[src/rtl/if_id_stage_if.sv]
// IF/ID stage bus: fetch address, instruction memory port, hazard requests
// and the decoded-stage register contents, plus debug counters and FSM state.
//
// Handshake semantics: there is no ready/valid pair on this bus. The hazard
// unit asks for a stall with data_hazard and for a redirect with
// control_hazard (redirect wins). id_valid qualifies id_pc/id_pc4/id_inst:
// a consumer takes the ID contents as a real instruction only in a cycle
// where id_valid=1. With id_valid=0 the ID contents are a bubble. They
// still hold a fixed, known value, but consumers must not use them.
interface if_id_stage_if;
  logic [31:0] pc_if;
  logic [31:0] imem_rdata;
  logic        data_hazard;
  logic        control_hazard;
  logic [31:0] imem_addr;
  logic        imem_en;
  logic [31:0] id_pc;
  logic [31:0] id_pc4;
  logic [31:0] id_inst;
  logic        id_valid;
  logic [15:0] stall_cnt;
  logic [15:0] flush_cnt;
  logic [1:0]  state;

  // Environment side: PC generator, instruction memory and hazard unit.
  modport master (
    output pc_if, imem_rdata, data_hazard, control_hazard,
    input  imem_addr, imem_en, id_pc, id_pc4, id_inst, id_valid,
           stall_cnt, flush_cnt, state
  );

  // Stage side.
  modport slave (
    input  pc_if, imem_rdata, data_hazard, control_hazard,
    output imem_addr, imem_en, id_pc, id_pc4, id_inst, id_valid,
           stall_cnt, flush_cnt, state
  );
endinterface

[src/rtl/if_id_stage.sv]
// IF/ID pipeline stage with a synchronous instruction memory.
// pc_q tracks the address whose data arrives on imem_rdata this cycle. During
// a stall, the stage re-reads pc_q so that the word is still available when
// the stall is released. A redirect marks the in-flight fetch as invalid
// (REFILL), which gives two bubbles before the target instruction reaches ID.
module if_id_stage (
  input  logic         clk,
  input  logic         rst,
  if_id_stage_if.slave bus
);

  typedef enum logic [1:0] {
    RUN    = 2'd0,
    STALL  = 2'd1,
    REFILL = 2'd2
  } state_t;

  state_t      state_q;
  state_t      state_d;
  logic [31:0] pc_q;
  logic        pc_q_valid;
  logic        stall_cycle;
  logic        replay;
  logic [31:0] id_pc_q;
  logic [31:0] id_inst_q;
  logic        id_valid_q;
  logic [15:0] stall_cnt_q;
  logic [15:0] flush_cnt_q;

  // A stall cycle is a data hazard that is not overridden by a redirect.
  // Replay re-reads pc_q. It applies only while the in-flight fetch is
  // valid, because in REFILL the fetched address follows pc_if instead.
  assign stall_cycle = bus.data_hazard & ~bus.control_hazard;
  assign replay      = stall_cycle & (state_q != REFILL) & ~rst;

  // State register: reset parks the stage in REFILL (nothing in flight).
  always_ff @(posedge clk) begin
    if (rst) state_q <= REFILL;
    else     state_q <= state_d;
  end

  // Next state: a redirect is checked first, then the data hazard.
  always_comb begin
    state_d = state_q;
    if (bus.control_hazard) begin
      state_d = REFILL;
    end else begin
      case (state_q)
        RUN:     state_d = bus.data_hazard ? STALL  : RUN;
        STALL:   state_d = bus.data_hazard ? STALL  : RUN;
        REFILL:  state_d = bus.data_hazard ? REFILL : RUN;
        default: state_d = REFILL;
      endcase
    end
  end

  // FSM outputs: validity of the in-flight fetch and the memory port.
  always_comb begin
    pc_q_valid    = (state_q != REFILL);
    bus.imem_en   = ~rst;
    bus.imem_addr = replay ? pc_q : bus.pc_if;
  end

  // In-flight fetch address: it holds only while a valid fetch is replayed.
  always_ff @(posedge clk) begin
    if (rst)          pc_q <= 32'd0;
    else if (!replay) pc_q <= bus.pc_if;
  end

  // ID register: a redirect kills the ID contents, a stall freezes them,
  // and otherwise the ID register takes the in-flight fetch.
  always_ff @(posedge clk) begin
    if (rst) begin
      id_pc_q    <= 32'd0;
      id_inst_q  <= 32'd0;
      id_valid_q <= 1'b0;
    end else if (bus.control_hazard) begin
      id_valid_q <= 1'b0;
    end else if (!bus.data_hazard) begin
      id_pc_q    <= pc_q;
      id_inst_q  <= bus.imem_rdata;
      id_valid_q <= pc_q_valid;
    end
  end

  // Saturating event counters. A cycle with both hazards counts as a flush.
  always_ff @(posedge clk) begin
    if (rst) begin
      stall_cnt_q <= 16'd0;
      flush_cnt_q <= 16'd0;
    end else begin
      if (stall_cycle && stall_cnt_q != 16'hFFFF)
        stall_cnt_q <= stall_cnt_q + 16'd1;
      if (bus.control_hazard && flush_cnt_q != 16'hFFFF)
        flush_cnt_q <= flush_cnt_q + 16'd1;
    end
  end

  assign bus.id_pc     = id_pc_q;
  assign bus.id_pc4    = id_pc_q + 32'd4;
  assign bus.id_inst   = id_inst_q;
  assign bus.id_valid  = id_valid_q;
  assign bus.stall_cnt = stall_cnt_q;
  assign bus.flush_cnt = flush_cnt_q;
  assign bus.state     = state_q;

endmodule

[src/flat_wrapper.sv]
// flat-port wrapper written by rule: the top's interface ports become plain ports
module if_id_stage_flat 
  (clk, rst, bus_pc_if, bus_imem_rdata, bus_data_hazard, bus_control_hazard, bus_imem_addr, bus_imem_en, bus_id_pc, bus_id_pc4, bus_id_inst, bus_id_valid, bus_stall_cnt, bus_flush_cnt, bus_state);
  if_id_stage_if bus_i ();
  input  logic clk;
  input  logic rst;
  input wire logic [$bits(bus_i.pc_if)-1:0] bus_pc_if;
  input wire logic [$bits(bus_i.imem_rdata)-1:0] bus_imem_rdata;
  input wire logic [$bits(bus_i.data_hazard)-1:0] bus_data_hazard;
  input wire logic [$bits(bus_i.control_hazard)-1:0] bus_control_hazard;
  output wire logic [$bits(bus_i.imem_addr)-1:0] bus_imem_addr;
  output wire logic [$bits(bus_i.imem_en)-1:0] bus_imem_en;
  output wire logic [$bits(bus_i.id_pc)-1:0] bus_id_pc;
  output wire logic [$bits(bus_i.id_pc4)-1:0] bus_id_pc4;
  output wire logic [$bits(bus_i.id_inst)-1:0] bus_id_inst;
  output wire logic [$bits(bus_i.id_valid)-1:0] bus_id_valid;
  output wire logic [$bits(bus_i.stall_cnt)-1:0] bus_stall_cnt;
  output wire logic [$bits(bus_i.flush_cnt)-1:0] bus_flush_cnt;
  output wire logic [$bits(bus_i.state)-1:0] bus_state;
  assign bus_i.pc_if = bus_pc_if;
  assign bus_i.imem_rdata = bus_imem_rdata;
  assign bus_i.data_hazard = bus_data_hazard;
  assign bus_i.control_hazard = bus_control_hazard;
  assign bus_imem_addr = bus_i.imem_addr;
  assign bus_imem_en = bus_i.imem_en;
  assign bus_id_pc = bus_i.id_pc;
  assign bus_id_pc4 = bus_i.id_pc4;
  assign bus_id_inst = bus_i.id_inst;
  assign bus_id_valid = bus_i.id_valid;
  assign bus_stall_cnt = bus_i.stall_cnt;
  assign bus_flush_cnt = bus_i.flush_cnt;
  assign bus_state = bus_i.state;
  if_id_stage u_core (.clk(clk), .rst(rst), .bus(bus_i));
endmodule
[config.mk]
export PLATFORM = sky130hd
export DESIGN_NAME = if_id_stage_flat
export DESIGN_NICKNAME = d
export VERILOG_FILES = /design/src/rtl/if_id_stage_if.sv /design/src/rtl/if_id_stage.sv /design/src/flat_wrapper.sv
export SDC_FILE = /design/constraint.sdc
export NUM_CORES = 1
export LEC_CHECK = 0
export CAP_MARGIN = 30
export CORE_MARGIN = 8
export CORE_UTILIZATION = 47
export DETAILED_ROUTE_END_ITERATION = 10
export GPL_ROUTABILITY_DRIVEN = 0
export PLACE_DENSITY = 0.91
export SLEW_MARGIN = 10
export SYNTH_ARGS = -nofsm -noshare
export SYNTH_HDL_FRONTEND = slang
export SYNTH_SLANG_ARGS = --single-unit
[constraint.sdc]
create_clock -name clk -period 2.5 [get_ports clk]
set_input_delay 0.25 -clock clk [delete_from_list [all_inputs] [get_ports clk]]
set_output_delay 0.25 -clock clk [all_outputs]
set_load 0.005 [all_outputs]
# Word-level counts from Yosys, hierarchy flattened
# Cells that the tools add are included.
[classes]
n_addsub = 3
n_eq_ne = 5
mux = 4
bitwise_logic = 6
reduce_logical = 6
[op_table]
columns = ["cell", "n"]
rows = [
  ["$add 16x1->16 const B", 2],
  ["$add 32x3->32 const B", 1],
  ["$mux 32", 1],
  ["$ne 16x16->1 const B", 2],
  ["$pmux 2 s2", 1],
  ["$reduce_or 2->1", 2],
  ["$and 1x1->1", 3],
  ["$not 1->1", 3],
  ["$eq 2x1->1 const B", 1],
  ["$eq 2x2->1 const B", 1],
  ["$logic_and 1x1->1", 2],
  ["$logic_not 2->1", 1],
  ["$mux 2", 1],
  ["$ne 2x2->1 const B", 1],
  ["$reduce_and 2->1", 1],
  ["$mux 1", 1],
]
[totals]
reg_bits = 131
output_inout_bits = 164

# Longest topological paths before layout
[depth]
ltp_word = 5
depth_mapped = 7

# Worst setup path after synthesis
# No wires, ideal clock.
[synth_path]
path_type = "register to output"
start = "register u_core.id_pc_q[16] (netlist: u_core.bus.id_pc[16])"
end = "output port bus_id_pc4[31]"
arrival_ns = 1.472
required_time_ns = 2.250
path_slack_ns = 0.778
stages_incl_launch_ff = 5
path_buffers = 0
cell_sequence = "dfxtp_1 -> nand4_1 -> nor4_4 -> nand4_1 -> xnor2_1"
[synth_via]
elab_chain_cells = 1
[synth_rtl]
columns = ["item", "line_no", "rtl"]
rows = [
  ["start, declared", "if_id_stage.sv:24", "logic [31:0] id_pc_q;"],
  ["start signal, assigned", "if_id_stage.sv:80", "id_pc_q <= pc_q;"],
  ["$add 32x3->32", "if_id_stage.sv:100", "assign bus.id_pc4 = id_pc_q + 32'd4;"],
  ["end, declared", "flat_wrapper.sv:14", "output wire logic [$bits(bus_i.id_pc4)-1:0] bus_id_pc4;"],
]
# No other way between the ends.

# Worst setup path after layout
[layout_path]
start = "register u_core.id_pc_q[10] (netlist: u_core.bus.id_pc[10])"
end = "output port bus_id_pc4[18]"
# The elaborated chain is that of the path after synthesis.

==> flow_summary_export.csv <==
group,metric,value,unit
status,run_status,"complete, no violations",
routing,drt.antenna.violating_nets,0,
timing,slew_viol_final,0,
critical_path,arrival,2190,ps
synthesis,syn_inst,668,
global_routing,overflow,0,
placement,placed_area,8400,µm²
floorplanning,die_w,128,µm
synthesis,syn_area,5910,µm²
timing,finalCriticalPeriod,2440,ps
timing,finalSetupTns,0,ps
layout,regArea,2650,µm²
global_routing,grt_max_degree,103,
routing,route.met2.wl,10500,µm
placement,port_buffers,231,
timing,setup_ws,57.0,ps
critical_path,required,2250,ps
synthesis,syn_avg_cell_area,8.85,µm²
synthesis,syn_nets,739,
power_and_ir_drop,power,0.00535,W
clocking,cts_tree,"yes",
routing,wl_per_cell,18.6,µm
placement,dp_cells,1052,
layout,nNetsFinal,993,
floorplanning,core_area,12500,µm²
floorplanning,die_area,16400,µm²
clocking,clock-sinks,131,
clocking,clkLatencyLatePin,420,ps
synthesis,synth.most_common_cell,"nand2_1",
routing,wirelength,20500,µm
global_routing,track_usage,23.8,%
layout,multiInputGateArea,3120,µm²
timing,setup_viol,0,
synthesis,ys_top_cells_by_count,"nand2_1, dfxtp_1, a21oi_1",
critical_path,cp-start-kind,"flip-flop",
critical_path,crit_type,"flip-flop to primary output",
critical_path,cp-end-kind,"primary output",
critical_path,worstRegToRegCells,5,
power_and_ir_drop,power_density,574,nW/µm²
timing,clock_skew,6.47,ps
synthesis,ys_dominant_reg_cell,"dfxtp_1",
critical_path,cp_max_fo,7,
critical_path,critPathMaxStageDelay,520,ps
clocking,cts_root_buf,"clkbuf_16",
synthesis,yosys.area.top_type,"dfxtp_1",
clocking,h-tree-depth,4,
timing,fmax,409,MHz
routing,met1_length,8020,µm
routing,drc_errors,0,
global_routing,grt_pass1_wl,30700,µm
floorplanning,start_util,47.4,%
clocking,numCtsBuffers,17,
timing,finalHoldViolations,0,
routing,dr_total_vias,5937,
run,maxCapViolations,0,
critical_path,slowest_stage,"clkdlybuf4s50_1",
placement,dp.final_hpwl,13400,µm
layout,drive_gt1_share,15.3,%
synthesis,synthArstFlopShare,0,%
placement,dp_slack,-65.2,ps
synthesis,yosysWarnings,0,
critical_path,path_cells,"nand4_1 > or2_4 > nor3_2 > xor2_1 > clkdlybuf4s50_1",
synthesis,synth_area_leaders,"dfxtp_1, nand2_1, mux2_4",
global_routing,grt_pass1_vias,5717,
timing,slew_headroom,42.5,%
routing,met3WireLength,1410,µm
power_and_ir_drop,power.leakage,3.73,nW
power_and_ir_drop,peakVddDrop,0.432,mV
hold_path,worstHoldPathType,"input port to flip-flop",
synthesis,ys_ff_latch,131,
clocking,cts_hold_buf,0,
timing,period_share,97.7,%
floorplanning,ios,232,
layout,instances_no_fill,1106,
clocking,cts_buffer_depth,2,
timing,tightest_slew,854,ps
layout,n_fill_cell,833,
routing,drt_iter0_drc,463,
hold_path,whs_path_depth,3,
synthesis,synth_top_area_share,44.4,%
floorplanning,num_rows,41,
floorplanning,die_h,128,µm
synthesis,synth.distinct_cells,50,
routing,dr.pass1.iters,6,
clocking,path_clk_slew,60,ps
routing,vias_per_cell,5.37,
routing,highest_layer,"met4",
global_routing,antenna_found_initial,0,
layout,syn2layout_area_growth,57.8,%
synthesis,synth_edf_count,0,
layout,diodes,0,
layout,stdcell_area,9330,µm²
synthesis,ys_seq_area_share,44.4,%
metal layers:
layer  GRT usage (%)  up-vias
met5               0        -
met4            10.3        0
met3            6.82       45
met2            41.9      237
met1            26.2     2840
li1                -     2815
power by group:
part | internal [W] | leakage (nW) | switching [W]
logic | 0.000341 | 2.36 | 0.000229
clock network | 0.00166 | 0.294 | 0.000894
registers | 0.00216 | 1.08 | 0.0000647
timing repair:
action / CTS / global route
pin swaps: 5 / 6
gates cloned: 2 / 0
gates resized for setup: 64 / 30
buffers inserted: 14 / 6
endpoints found under the setup margin: 54 / 23
sequential cells by signal, summed over array words and instances (netlist names):
signal,count
u_core.bus.id_valid,1
u_core.bus.stall_cnt,16
u_core.pc_q,32
u_core.bus.id_inst,32
u_core.bus.id_pc,32
u_core.bus.flush_cnt,16
u_core.bus.state,2
metrics by stage:
stage | util (%) | hold slack, ps
floorplan | - | 386
global placement | 67.3 | 441
detailed placement | 67.3 | 446
CTS | 73.7 | 365
global route | 74.8 | 371
finish | 74.8 | 376
critical path, delay by kind of cell, from the launching register on:
family | cells | cell delay [ps]
xor gates and xnor gates | 1 | 150
DFF | 1 | 350
buffers and inverters | 1 | 520
and+or+nand+nor | 3 | 750
area by class of cell:
class	instances	area share (%)
Clock buffer	22	5.19
Clock inverter	9	1.37
Multi-Input combinational cell	489	33.4
Timing Repair Buffer	273	28.9
Sequential cell	131	28.4
Inverter	10	0.402
Tap cell	172	2.31
cells by family (layout without fill, tap and decap cells):
family	after synthesis	in the layout	share of synthesized area, %
AND/OR/NAND/NOR	307	307	26.5
flip-flops	131	131	44.4
AO/OA/AOI/OAI	108	108	10.2
buffers and inverters	48	314	4.30
multiplexers	38	38	9.10
XOR/XNOR	33	33	4.89
adder cells (fa/ha/maj)	3	3	0.635
worst paths after layout:
path | end | from | slack, ps
worst max-delay path | bus_id_pc4[18] | u_core.bus.id_pc[10]$_SDFFE_PP0P_ | 60
worst min-delay path | u_core.bus.id_inst[29]$_SDFFE_PP0P_ | bus_imem_rdata[29] | 380
worst max register to register | u_core.bus.flush_cnt[9]$_SDFFE_PP0P_ | u_core.bus.flush_cnt[0]$_SDFFE_PP0P_ | 580
worst min register to register | u_core.bus.id_pc[6]$_SDFFE_PP0P_ | u_core.pc_q[6]$_SDFF_PP0_ | 450
placed cells by master, fill, tap and decap left out, types with 3 or more instances in the layout:
master / synthesis / final
clkinv_2: 0 / 3
clkbuf_8: 0 / 4
o31ai_1: 9 / 9
nor2b_1: 5 / 5
or4_1: 9 / 9
and2_4: 3 / 4
mux2_2: 6 / 6
clkdlybuf4s15_1: 0 / 12
xnor2_1: 22 / 22
nor3_2: 0 / 4
clkbuf_16: 0 / 17
buf_16: 0 / 3
dlygate4sd2_1: 0 / 28
a21oi_1: 81 / 81
clkdlybuf4s50_1: 0 / 184
nor2_1: 23 / 21
or3_1: 8 / 7
o21ai_0: 8 / 8
and4_1: 8 / 7
and2_1: 31 / 30
nand2_1: 145 / 145
nor4_1: 7 / 5
buf_4: 4 / 36
nor3_1: 9 / 5
dlymetal6s2s_1: 0 / 6
nand3_1: 20 / 20
inv_1: 10 / 10
nand4_1: 20 / 20
mux2_4: 30 / 30
xor2_1: 11 / 11
clkinvlp_4: 0 / 3
dfxtp_2: 0 / 6
dfxtp_1: 131 / 120
and3_1: 7 / 7
bufinv_16: 0 / 3
dfxtp_4: 0 / 5
No activity file was read; power rests on OpenSTA's default activity.
